**src/rtl/prime_candidate_seq.sv**
```systemverilog
// rtl/prime_candidate_seq.sv - odd candidate builder and search controller feeding miller_rabin
module prime_candidate_seq #(
  parameter int WORDSIZE  = 31,
  parameter int RAND_W    = 16,
  parameter int MAX_TRIES = 1024,
  localparam int NWORDS   = (WORDSIZE + RAND_W - 1) / RAND_W,
  localparam int TRIES_W  = $clog2(MAX_TRIES + 1)
) (
  input  logic                clk,
  input  logic                reset,
  input  logic                start,
  input  logic [RAND_W-1:0]   rand_in,
  input  logic                mr_finish,
  input  logic                mr_prime,
  output logic [WORDSIZE-1:0] candidate,
  output logic                mr_reset,
  output logic                busy,
  output logic                prime_valid,
  output logic [WORDSIZE-1:0] prime_out,
  output logic                fail,
  output logic [TRIES_W-1:0]  tries
);

  localparam int WIDX_W = (NWORDS > 1) ? $clog2(NWORDS) : 1;
  localparam int WIDE_W = NWORDS * RAND_W;

  typedef enum logic [2:0] {
    S_IDLE,
    S_GATHER,
    S_WAIT,
    S_STEP,
    S_DONE,
    S_FAIL
  } state_t;

  state_t              state_q, state_d;
  logic [WORDSIZE-1:0] cand_q, cand_d;
  logic [WORDSIZE-1:0] prime_out_q, prime_out_d;
  logic [TRIES_W-1:0]  tries_q, tries_d;
  logic [WIDX_W-1:0]   widx_q, widx_d;
  logic                mr_reset_q, mr_reset_d;
  logic                prime_valid_q, prime_valid_d;
  logic                fail_q, fail_d;
  logic                blank_q, blank_d;
  logic [WIDE_W-1:0]   wide;

  // State and datapath registers; async reset returns everything to idle with miller_rabin held in reset
  always_ff @(posedge clk or posedge reset) begin
    if (reset) begin
      state_q       <= S_IDLE;
      cand_q        <= '0;
      prime_out_q   <= '0;
      tries_q       <= '0;
      widx_q        <= '0;
      mr_reset_q    <= 1'b1;
      prime_valid_q <= 1'b0;
      fail_q        <= 1'b0;
      blank_q       <= 1'b1;
    end else begin
      state_q       <= state_d;
      cand_q        <= cand_d;
      prime_out_q   <= prime_out_d;
      tries_q       <= tries_d;
      widx_q        <= widx_d;
      mr_reset_q    <= mr_reset_d;
      prime_valid_q <= prime_valid_d;
      fail_q        <= fail_d;
      blank_q       <= blank_d;
    end
  end

  // Next-state logic: gather words, wait for a verdict (ignoring its first cycle), step or finish
  always_comb begin
    state_d       = state_q;
    cand_d        = cand_q;
    prime_out_d   = prime_out_q;
    tries_d       = tries_q;
    widx_d        = widx_q;
    prime_valid_d = 1'b0;
    fail_d        = 1'b0;

    // candidate with the current random word dropped into slot widx_q; bits past WORDSIZE fall off
    wide = '0;
    wide[WORDSIZE-1:0] = cand_q;
    wide[int'(widx_q)*RAND_W +: RAND_W] = rand_in;

    case (state_q)
      S_IDLE, S_DONE, S_FAIL: begin
        if (start) begin
          state_d = S_GATHER;
          tries_d = '0;
          widx_d  = '0;
        end
      end
      S_GATHER: begin
        cand_d = wide[WORDSIZE-1:0];
        if (widx_q == WIDX_W'(NWORDS - 1)) begin
          cand_d[0]          = 1'b1;
          cand_d[WORDSIZE-1] = 1'b1;
          widx_d             = '0;
          state_d            = S_WAIT;
        end else begin
          widx_d = widx_q + 1'b1;
        end
      end
      S_WAIT: begin
        if (!blank_q && mr_finish) begin
          tries_d = tries_q + 1'b1;
          if (mr_prime) begin
            prime_out_d   = cand_q;
            prime_valid_d = 1'b1;
            state_d       = S_DONE;
          end else if (tries_d == TRIES_W'(MAX_TRIES)) begin
            fail_d  = 1'b1;
            state_d = S_FAIL;
          end else begin
            state_d = S_STEP;
          end
        end
      end
      S_STEP: begin
        if (&cand_q) begin
          widx_d  = '0;
          state_d = S_GATHER;
        end else begin
          cand_d  = cand_q + WORDSIZE'(2);
          state_d = S_WAIT;
        end
      end
      default: state_d = S_IDLE;
    endcase

    mr_reset_d = (state_d != S_WAIT);
    blank_d    = (state_q != S_WAIT);
  end

  assign candidate   = cand_q;
  assign mr_reset    = mr_reset_q;
  assign busy        = (state_q == S_GATHER) || (state_q == S_WAIT) || (state_q == S_STEP);
  assign prime_valid = prime_valid_q;
  assign prime_out   = prime_out_q;
  assign fail        = fail_q;
  assign tries       = tries_q;

endmodule

```
**config.mk**
```make
export PLATFORM = sky130hd
export DESIGN_NAME = prime_candidate_seq
export DESIGN_NICKNAME = d
export VERILOG_FILES = /design/src/rtl/prime_candidate_seq.sv
export SDC_FILE = /design/constraint.sdc
export NUM_CORES = 1
export LEC_CHECK = 0
export CAP_MARGIN = 5
export CORE_MARGIN = 3
export CORE_UTILIZATION = 55
export CTS_CLUSTER_DIAMETER = 80
export DETAILED_ROUTE_END_ITERATION = 16
export PLACE_DENSITY = 0.93
export SYNTH_ARGS = -nofsm -noshare
export SYNTH_HDL_FRONTEND = slang
export SYNTH_SLANG_ARGS = --single-unit
```
**constraint.sdc**
```tcl
create_clock -name clk -period 6.2 [get_ports clk]
set_input_delay 0.93 -clock clk [delete_from_list [all_inputs] [get_ports clk]]
set_output_delay 0.93 -clock clk [all_outputs]
set_load 0.01 [all_outputs]
```
# Word-level counts from Yosys, hierarchy flattened
# Index checks and enable logic that the tools add are counted.
word_totals:
  reg_bits: 81
  elab_cells: 67
  output_inout_bits: 77
  in_bits: 21
op_classes:
  mux: 26
  eq_ne: 12
  reduce_logical: 14
  shift: 2
  addsub: 4
ops:
  columns: ["op", "n"]
  rows:
  - ["$pmux 31 s2", 1]
  - ["$neg 5->33", 1]
  - ["$shift 16x33->32 const A", 1]
  - ["$shiftx 16x33->32", 1]
  - ["$bwmux 32", 1]
  - ["$add 31x2->31 const B", 1]
  - ["$mux 31", 1]
  - ["$reduce_and 31->1", 1]
  - ["$mux 11", 2]
  - ["$pmux 11 s2", 1]
  - ["$mux 3", 5]
  - ["$mux 1", 12]
  - ["$pmux 3 s4", 1]
  - ["$add 11x1->11 const B", 1]
  - ["$eq 11x11->1 const B", 1]
  - ["$reduce_and 3->1", 3]
  - ["$ne 2x2->1 const B", 4]
  - ["$eq 3x2->1 const B", 2]
  - ["$eq 3x3->1 const B", 2]
  - ["$ne 3x2->1 const B", 2]
  - ["$reduce_bool 2->1", 2]
  - ["$eq 3x1->1 const B", 1]
  - ["$logic_not 3->1", 1]
  - ["$pmux 1 s3", 1]
  - ["8 further kinds", 9]

# Logic depth before layout (Yosys ltp)
# Gate-level depths: netlist of run 1.
depth:
  ltp_word: 7
  depth_mapped: 9
  depth_no_buf: 7

# Worst setup path after synthesis of run 1
# Ideal clock, no wire load.
synth_path:
  path_kind: "input to register"
  startpoint: "input port mr_finish"
  endpoint: "register prime_out_q[0] (netlist: prime_out[0])"
  t_arrival_ns: 2.080
  setup_ns: 0.125
  n_path_buf: 1
  path_stages: 5
  required_ns: 6.075
  setup_slack_ns: 3.995
  path_cell_list: "nand2b_1 -> nor2_2 -> nand2_1 -> clkbuf_1 -> mux2_2"
synth_via:
  elab_chain_cells: 2
synth_rtl:
  columns: ["item", "line", "text"]
  rows:
  - ["start: declaration", "13", "input logic mr_finish,"]
  - ["$logic_and 1x1->1", "107", "if (!blank_q && mr_finish) begin"]
  - ["$reduce_and 3->1 (no source line)", null, null]
  - ["end signal: assignment", "62", "prime_out_q <= prime_out_d;"]
  - ["end: declaration", "38", "logic [WORDSIZE-1:0] prime_out_q, prime_out_d;"]
# No other way between the ends.
# A chain may end at the register's enable or synchronous reset.

# Worst setup path after layout of run 1
layout_path:
  startpoint: "register cand_q[1] (netlist: candidate[1])"
  endpoint: "register cand_q[2] (netlist: candidate[2])"
layout_via:
  elab_chain_cells: 3
  word_cells_on_any_way: 6
  cone_classes: "1 x add/sub; 1 x eq/ne; 2 x mux; 2 x reduce/logical"
layout_rtl:
  columns: ["item", "line", "text"]
  rows:
  - ["start: declaration", "37", "logic [WORDSIZE-1:0] cand_q, cand_d;"]
  - ["start signal: assignment", "61", "cand_q <= cand_d;"]
  - ["$add 31x2->31 or $reduce_and 31->1 (tied branches)", "126, 122", null]
  - ["$mux 31 or $ne 2x2->1 (tied branches)", null, null]
  - ["$pmux 31 s2 or $reduce_and 2->1 (tied branches)", null, null]
# Several ways; a longest one is shown, not always the timed one. The select of a mux whose other input is x is not followed.

==> results of run 1 <==
-- placed cells by master (no fill, tap or decap), types with 4 or more instances in the layout --
cell	instances
nand3_1	17
o21ai_0	31
dfrtp_1	79
o31a_1	5
o22a_1	5
a31oi_1	17
and3_1	13
nand4_1	14
xor2_1	4
nor3b_1	6
a21oi_1	22
inv_1	9
buf_4	4
or3_1	4
clkdlybuf4s50_1	97
nor3_1	11
clkbuf_8	11
and4_1	5
o32a_2	4
mux2_2	27
nor4_1	6
nor2_1	31
a211oi_1	15
nand2_1	39
o22ai_1	6
nand3b_1	7
o211a_1	4
-- critical path, delay by kind of cell, from the launching register on --
kind	cells	cell delay [ns]
multiplexers	1	0.25
AO/OA/AOI/OAI	1	0.65
flip-flops	1	0.49
AND/OR/NAND/NOR	3	1.56
-- power groups by stage --
stage / clock (mW) / combinational (mW) / sequential, mW
6_report: 0.356 / 1.25 / 1.01
5_1_grt: 0.388 / 1.36 / 1.04
4_1_cts: 0.363 / 1.25 / 0.996
3_5_place_dp: 0 / 1.25 / 1.00
3_3_place_gp: 0 / 1.21 / 0.994
2_1_floorplan: 0 / 0.641 / 0.997
-- layout make-up --
cell class / instances / area (µm²) / area share, %
inverters: 11 / 42.5 / 0.763
repair buffers: 101 / 1000 / 18.0
well taps: 99 / 124 / 2.22
flip-flops and latches: 81 / 2030 / 36.4
multi-input cells: 338 / 2200 / 39.4
clock buffers: 12 / 155 / 2.78
clock inverters: 4 / 27.5 / 0.494
-- worst max-delay path by stage --
stage / depth (start not counted) / slack (ns) / startpoint / end
CTS: 7 / 3.24 / state_q[1] / prime_out[19]
finish: 5 / 3.17 / candidate[1] / candidate[2]
floorplan: 1 / 3.19 / reset / candidate[0]
global route: 5 / 3.00 / candidate[1] / candidate[2]
detailed placement: 6 / 2.97 / mr_finish / prime_out[19]
global placement: 6 / 3.08 / mr_finish / prime_out[19]
-- synth_stat cells (6+ instances only) --
master and instances:
nor3b_1 6, nand4_1 14, nor3_1 11, nor2_1 32, mux2_2 27, a211oi_1 15, and3_1 13, o22ai_1 6
nor4_1 6, a21oi_1 22, inv_1 10, nand2_1 39, a31oi_1 17, nand3b_1 7, dfrtp_1 79, nand3_1 17
o21ai_0 31, clkbuf_1 23
-- logic make-up (layout without fill, tap and decap cells) --
group                      count (synthesis)  in the layout  share of synthesized area, %
and+or+nand+nor                          172            172                          21.1
AOI/OAI and AO/OA                        130            130                          19.9
DFF                                       81             81                          46.3
buffers and inverters                     41            128                          3.76
muxes                                     30             30                          7.61
xor gates and xnor gates                   4              4                         0.798
adders and majority gates                  2              2                         0.570
-- layer usage --
layer	global-route usage (%)	routed length, µm	up-vias
li1	-	-	1901
met1	40.8	5300	2030
met2	45.5	5930	278
met3	7.18	1260	34
met4	9.25	317	0
met5	0	0	-
-- flip-flops by register name, summed over array words and instances, names as in the netlist --
name         flops
state_q          3
mr_reset         1
candidate       31
prime_out       31
fail             1
tries           11
blank_q          1
widx_q           1
prime_valid      1
==> flow_summary.ini, run 1 <==
[timing]
finalHoldViolations = 0
worst_pin_slew_ns = 1.01
fmax_mhz = 331
layout_setup_ws_ns = 3.17
min_period_ns = 3.03
period_share_pct = 48.8
setup_viol = 0
whs_ns = 0.482
maxSlewViolCount = 0
setup_tns_ns = 0
max_slew_margin_pct = 32.9
worst_clock_skew_ns = 0.0132
grt_setup_unrepaired = false

[finish]
area_delta_synth_final_pct = 27.1
nFillCells = 554
finish.instance_area_um2 = 5580
layout.nets = 565
final_util_pct = 74.5
layout-drive-gt1-share_pct = 11.9
layout.cells.non_filler = 646
num_antenna_cells = 0

[worst_setup_path]
end_kind = flop
cp_common_cell = nand4_1
cp.arrival_ns = 3.30
worstReg2RegEnd = candidate[2]
worst-r2r-setup-slack_ns = 3.17
r2r_start = candidate[1]
ff2ff_path_depth = 5
slowest_delay_ns = 0.79
slowest_stage = nor4_1
worstSetupPathType = reg -> reg
crit_path_start_kind = flop
crit_chain = nand4_1 -> nor4_1 -> nand4_1 -> a21oi_2 -> mux2i_1
crit_fanout = 9
worstPathRequired_ns = 6.47

[worst_hold_path]
min_path_type = reg -> reg
hold_path_end = prime_out[1]
hold_path_depth = 2
worstHoldStart = prime_out[1]

[power_and_ir_drop]
swShare_pct = 40.6
seqPwrFrac_pct = 38.5
netSwitchingPower_mw = 1.06
comb_power_share_pct = 47.9
peakVddDrop_mv = 0.274
powerDensity_nw_per_um2 = 469
leakagePower_nw = 2.27
power_mw = 2.62
pwr-share-clk_pct = 13.6
intPower_mw = 1.55

[floorplan]
dieHeight_um = 95.3
rows = 31
initial_core_util_pct = 58.6
dieArea_um2 = 9090
core_um2 = 7490
die_w_um = 95.3
io_pins = 98

[run]
max_cap_violations = 0

[clock_network]
cts_hold_buf = 0
cts-buffers-inserted = 9
cts_resized = 0
cts.sinks = 81
insertion_delay_ns = 0.35
cts-root-buf = clkbuf_8
post_cts_buffers = 0
htreeDepth = 3
cts_tree = done
clkTransAtPathRegs_ns = 0.09
ctsLongestPathBuffers = 2

[detailed_routing]
drcViolationCount = 0
wl_per_cell_um = 19.8
drt-total-wl_um = 12800
drtPass1Iterations = 6
drt-vias-per-instance = 6.57
drtIter0Drc = 481
antenna_left = 0
vias = 4243

[global_routing]
grt_usage_pct = 29.4
grt_pass1_wl_um = 20700
grt_overflow = 0
grt_pass1_vias = 4059
grt_max_degree = 82
antenna_found_initial = 0

[run_status]
outcome = completed

[logic_synthesis]
syn_nets = 483
synth.distinct_cells = 58
ys_seq_area_share_pct = 46.3
synth_top_cell_by_area = dfrtp_1
postSynth.asyncResetShare_pct = 100
ys_ff_latch = 81
synthCells = 460
yosys_warnings = 0
syn_area_um2 = 4390
synth_top_area_share_pct = 45.1
ys_top_cells_by_area = dfrtp_1, mux2_2, o21ai_0
avgSynthCellArea_um2 = 9.54
synth_flop_cell = dfrtp_1
synth-edff-count = 0

[place]
hpwlAfterDp_um = 9070
place_inst = 630
placed_cell_area_um2 = 5390
dp_slack_ns = 2.97
portBuffers = 97
gp_congestion = 0.946
(Power assumes the default switching activity.)
==> inputs of run 2 (changes only) <==
--- a/config.mk
+++ b/config.mk
@@ -7,10 +7,10 @@
 export LEC_CHECK = 0
 export CAP_MARGIN = 5
 export CORE_MARGIN = 3
-export CORE_UTILIZATION = 55
+export CORE_UTILIZATION = 51
 export CTS_CLUSTER_DIAMETER = 80
 export DETAILED_ROUTE_END_ITERATION = 16
-export PLACE_DENSITY = 0.93
+export PLACE_DENSITY = 0.88
 export SYNTH_ARGS = -nofsm -noshare
 export SYNTH_HDL_FRONTEND = slang
 export SYNTH_SLANG_ARGS = --single-unit
==> constraint.sdc (replaced) <==
create_clock -name clk -period 3.1 [get_ports clk]
set_input_delay 0.465 -clock clk [delete_from_list [all_inputs] [get_ports clk]]
set_output_delay 0.465 -clock clk [all_outputs]
set_load 0.01 [all_outputs]
==> flow_summary.ini, run 2 (synthesis results as in run 1) <==
[run_status]
outcome = completed

[worst_setup_path]
cp.arrival_ns = 3.00
crit_buf_inv = 0
crit_chain = nand4_1 -> nor4_1 -> nand4_1 -> a21oi_2 -> mux2i_1
worstReg2RegEnd = candidate[2]
cp_common_cell = nand4_1
worstSetupStartpoint = candidate[3]
worstPathRequired_ns = 3.40
worstSetupPathType = reg -> reg
cp_top_family = simple AND/OR/NAND/NOR gates
crit_fanout = 9
crit_path_start_kind = flop
ff2ff_path_depth = 5
worst-r2r-setup-slack_ns = 0.40
slowest_stage = nor4_1
r2r_start = candidate[3]
slowest_delay_ns = 0.67
end_kind = flop

[finish]
final_common_cell = clkdlybuf4s50_1
layout-drive-gt1-share_pct = 13.6
nFillCells = 621
num_antenna_cells = 0
multi_input_comb_area_um2 = 2200
area_delta_synth_final_pct = 29.7
layout.nets = 576
most-common-layout-cells = clkdlybuf4s50_1, dfrtp_1, nand2_1
regArea_um2 = 2030
final_util_pct = 68.6

[floorplan]
dieHeight_um = 98.8
initial_core_util_pct = 52.9
core_um2 = 8300
die_w_um = 98.8
io_pins = 98
rows = 33
dieArea_um2 = 9750

[timing]
period_share_pct = 87.1
grt_setup_unrepaired = false
setup_tns_ns = 0
min_period_ns = 2.70
max_slew_margin_pct = 40.3
whs_ns = 0.497
worst_pin_slew_ns = 0.891
finalHoldViolations = 0
maxSlewViolCount = 0
fmax_mhz = 370
worst_clock_skew_ns = 0.0121
setup_viol = 0

[detailed_routing]
drt-vias-per-instance = 6.53
antenna_left = 0
drcViolationCount = 0
wl_per_cell_um = 19.8
drtIter0Drc = 447
vias = 4329
drtPass1Iterations = 5
drt-total-wl_um = 13100

[global_routing]
antenna_found_initial = 0
grt_pass1_wl_um = 21400
grt_max_degree = 46
grt_usage_pct = 27.2
grt_overflow = 0
grt_pass1_vias = 4106

[clock_network]
cts_tree = done
cts_hold_buf = 0
clkTransAtPathRegs_ns = 0.09
post_cts_buffers = 0
cts-root-buf = clkbuf_8
insertion_delay_ns = 0.36
htreeDepth = 3
cts_resized = 0
cts.sinks = 81
cts-buffers-inserted = 9
ctsLongestPathBuffers = 2

[place]
portBuffers = 97
hpwlAfterDp_um = 9290
gp_congestion = 0.916

[worst_hold_path]
min_path_type = in -> async

[power_and_ir_drop]
powerDensity_nw_per_um2 = 946
leakagePower_nw = 2.34
peakVddDrop_mv = 0.509

[run]
max_cap_violations = 0
==> run 2: cell types whose count changed in the layout (fill, tap and decap cells not counted), sizes merged <==
cell	change
inv	+1
bufinv	+1
clkinv	+1
buf	+11
clkbuf	-2
clkinvlp	-1
==> run 2: worst max path at each step <==
stage	end	cells after the start	slack, ns
finish	candidate[2]	5	0.40
global route	candidate[2]	5	0.23
CTS	candidate[2]	5	0.49
detailed placement	candidate[2]	5	0.51
global placement	state_q[1]	5	0.61
floorplan	candidate[0]	1	0.56
==> run 2: worst register-to-register path: cells and delay by family, from the launching register on <==
family	cells	cell delay, ns
AND/OR/NAND/NOR	3	1.33
flip-flops	1	0.47
multiplexers	1	0.24
AO/OA/AOI/OAI	1	0.59
==> run 2: layout make-up <==
type                            instances  area share (%)
Clock buffer                           10            2.24
Clock inverter                          6            1.19
Inverter                               11           0.748
Multi-Input combinational cell        338            38.6
Sequential cell                        81            35.7
Tap cell                              105            2.31
Timing Repair Buffer                  112            19.3
==> run 2: through the flow <==
stage | total power [mW] | cell area [µm²] | instances | worst slack (ns)
final | 5.38 | 5690 | 663 | 0.400
after global routing | 5.71 | 5690 | 663 | 0.226
after CTS | 5.36 | 5690 | 663 | 0.490
after detailed placement | 4.57 | 5500 | 647 | 0.515
after global placement | 4.51 | 5500 | 647 | 0.614
after floorplan | 3.28 | 4390 | 460 | 0.558
==> run 2: report_power, final <==
part	switching [mW]	internal [mW]	total (mW)
sequential	0.435	1.47	1.91
clock	0.404	0.375	0.779
combinational	1.33	1.36	2.69
==> run 2: per-layer routing <==
layer  up-vias  wire length, µm  global-route usage, %  part of all wire [%]
met5         -                0                      0                     0
met4         0              483                   12.9                   3.7
met3        48             1170                   6.16                   8.9
met2       277             5840                   39.1                    45
met1      2067             5630                   39.0                    43
li1       1937                -                      -                     -
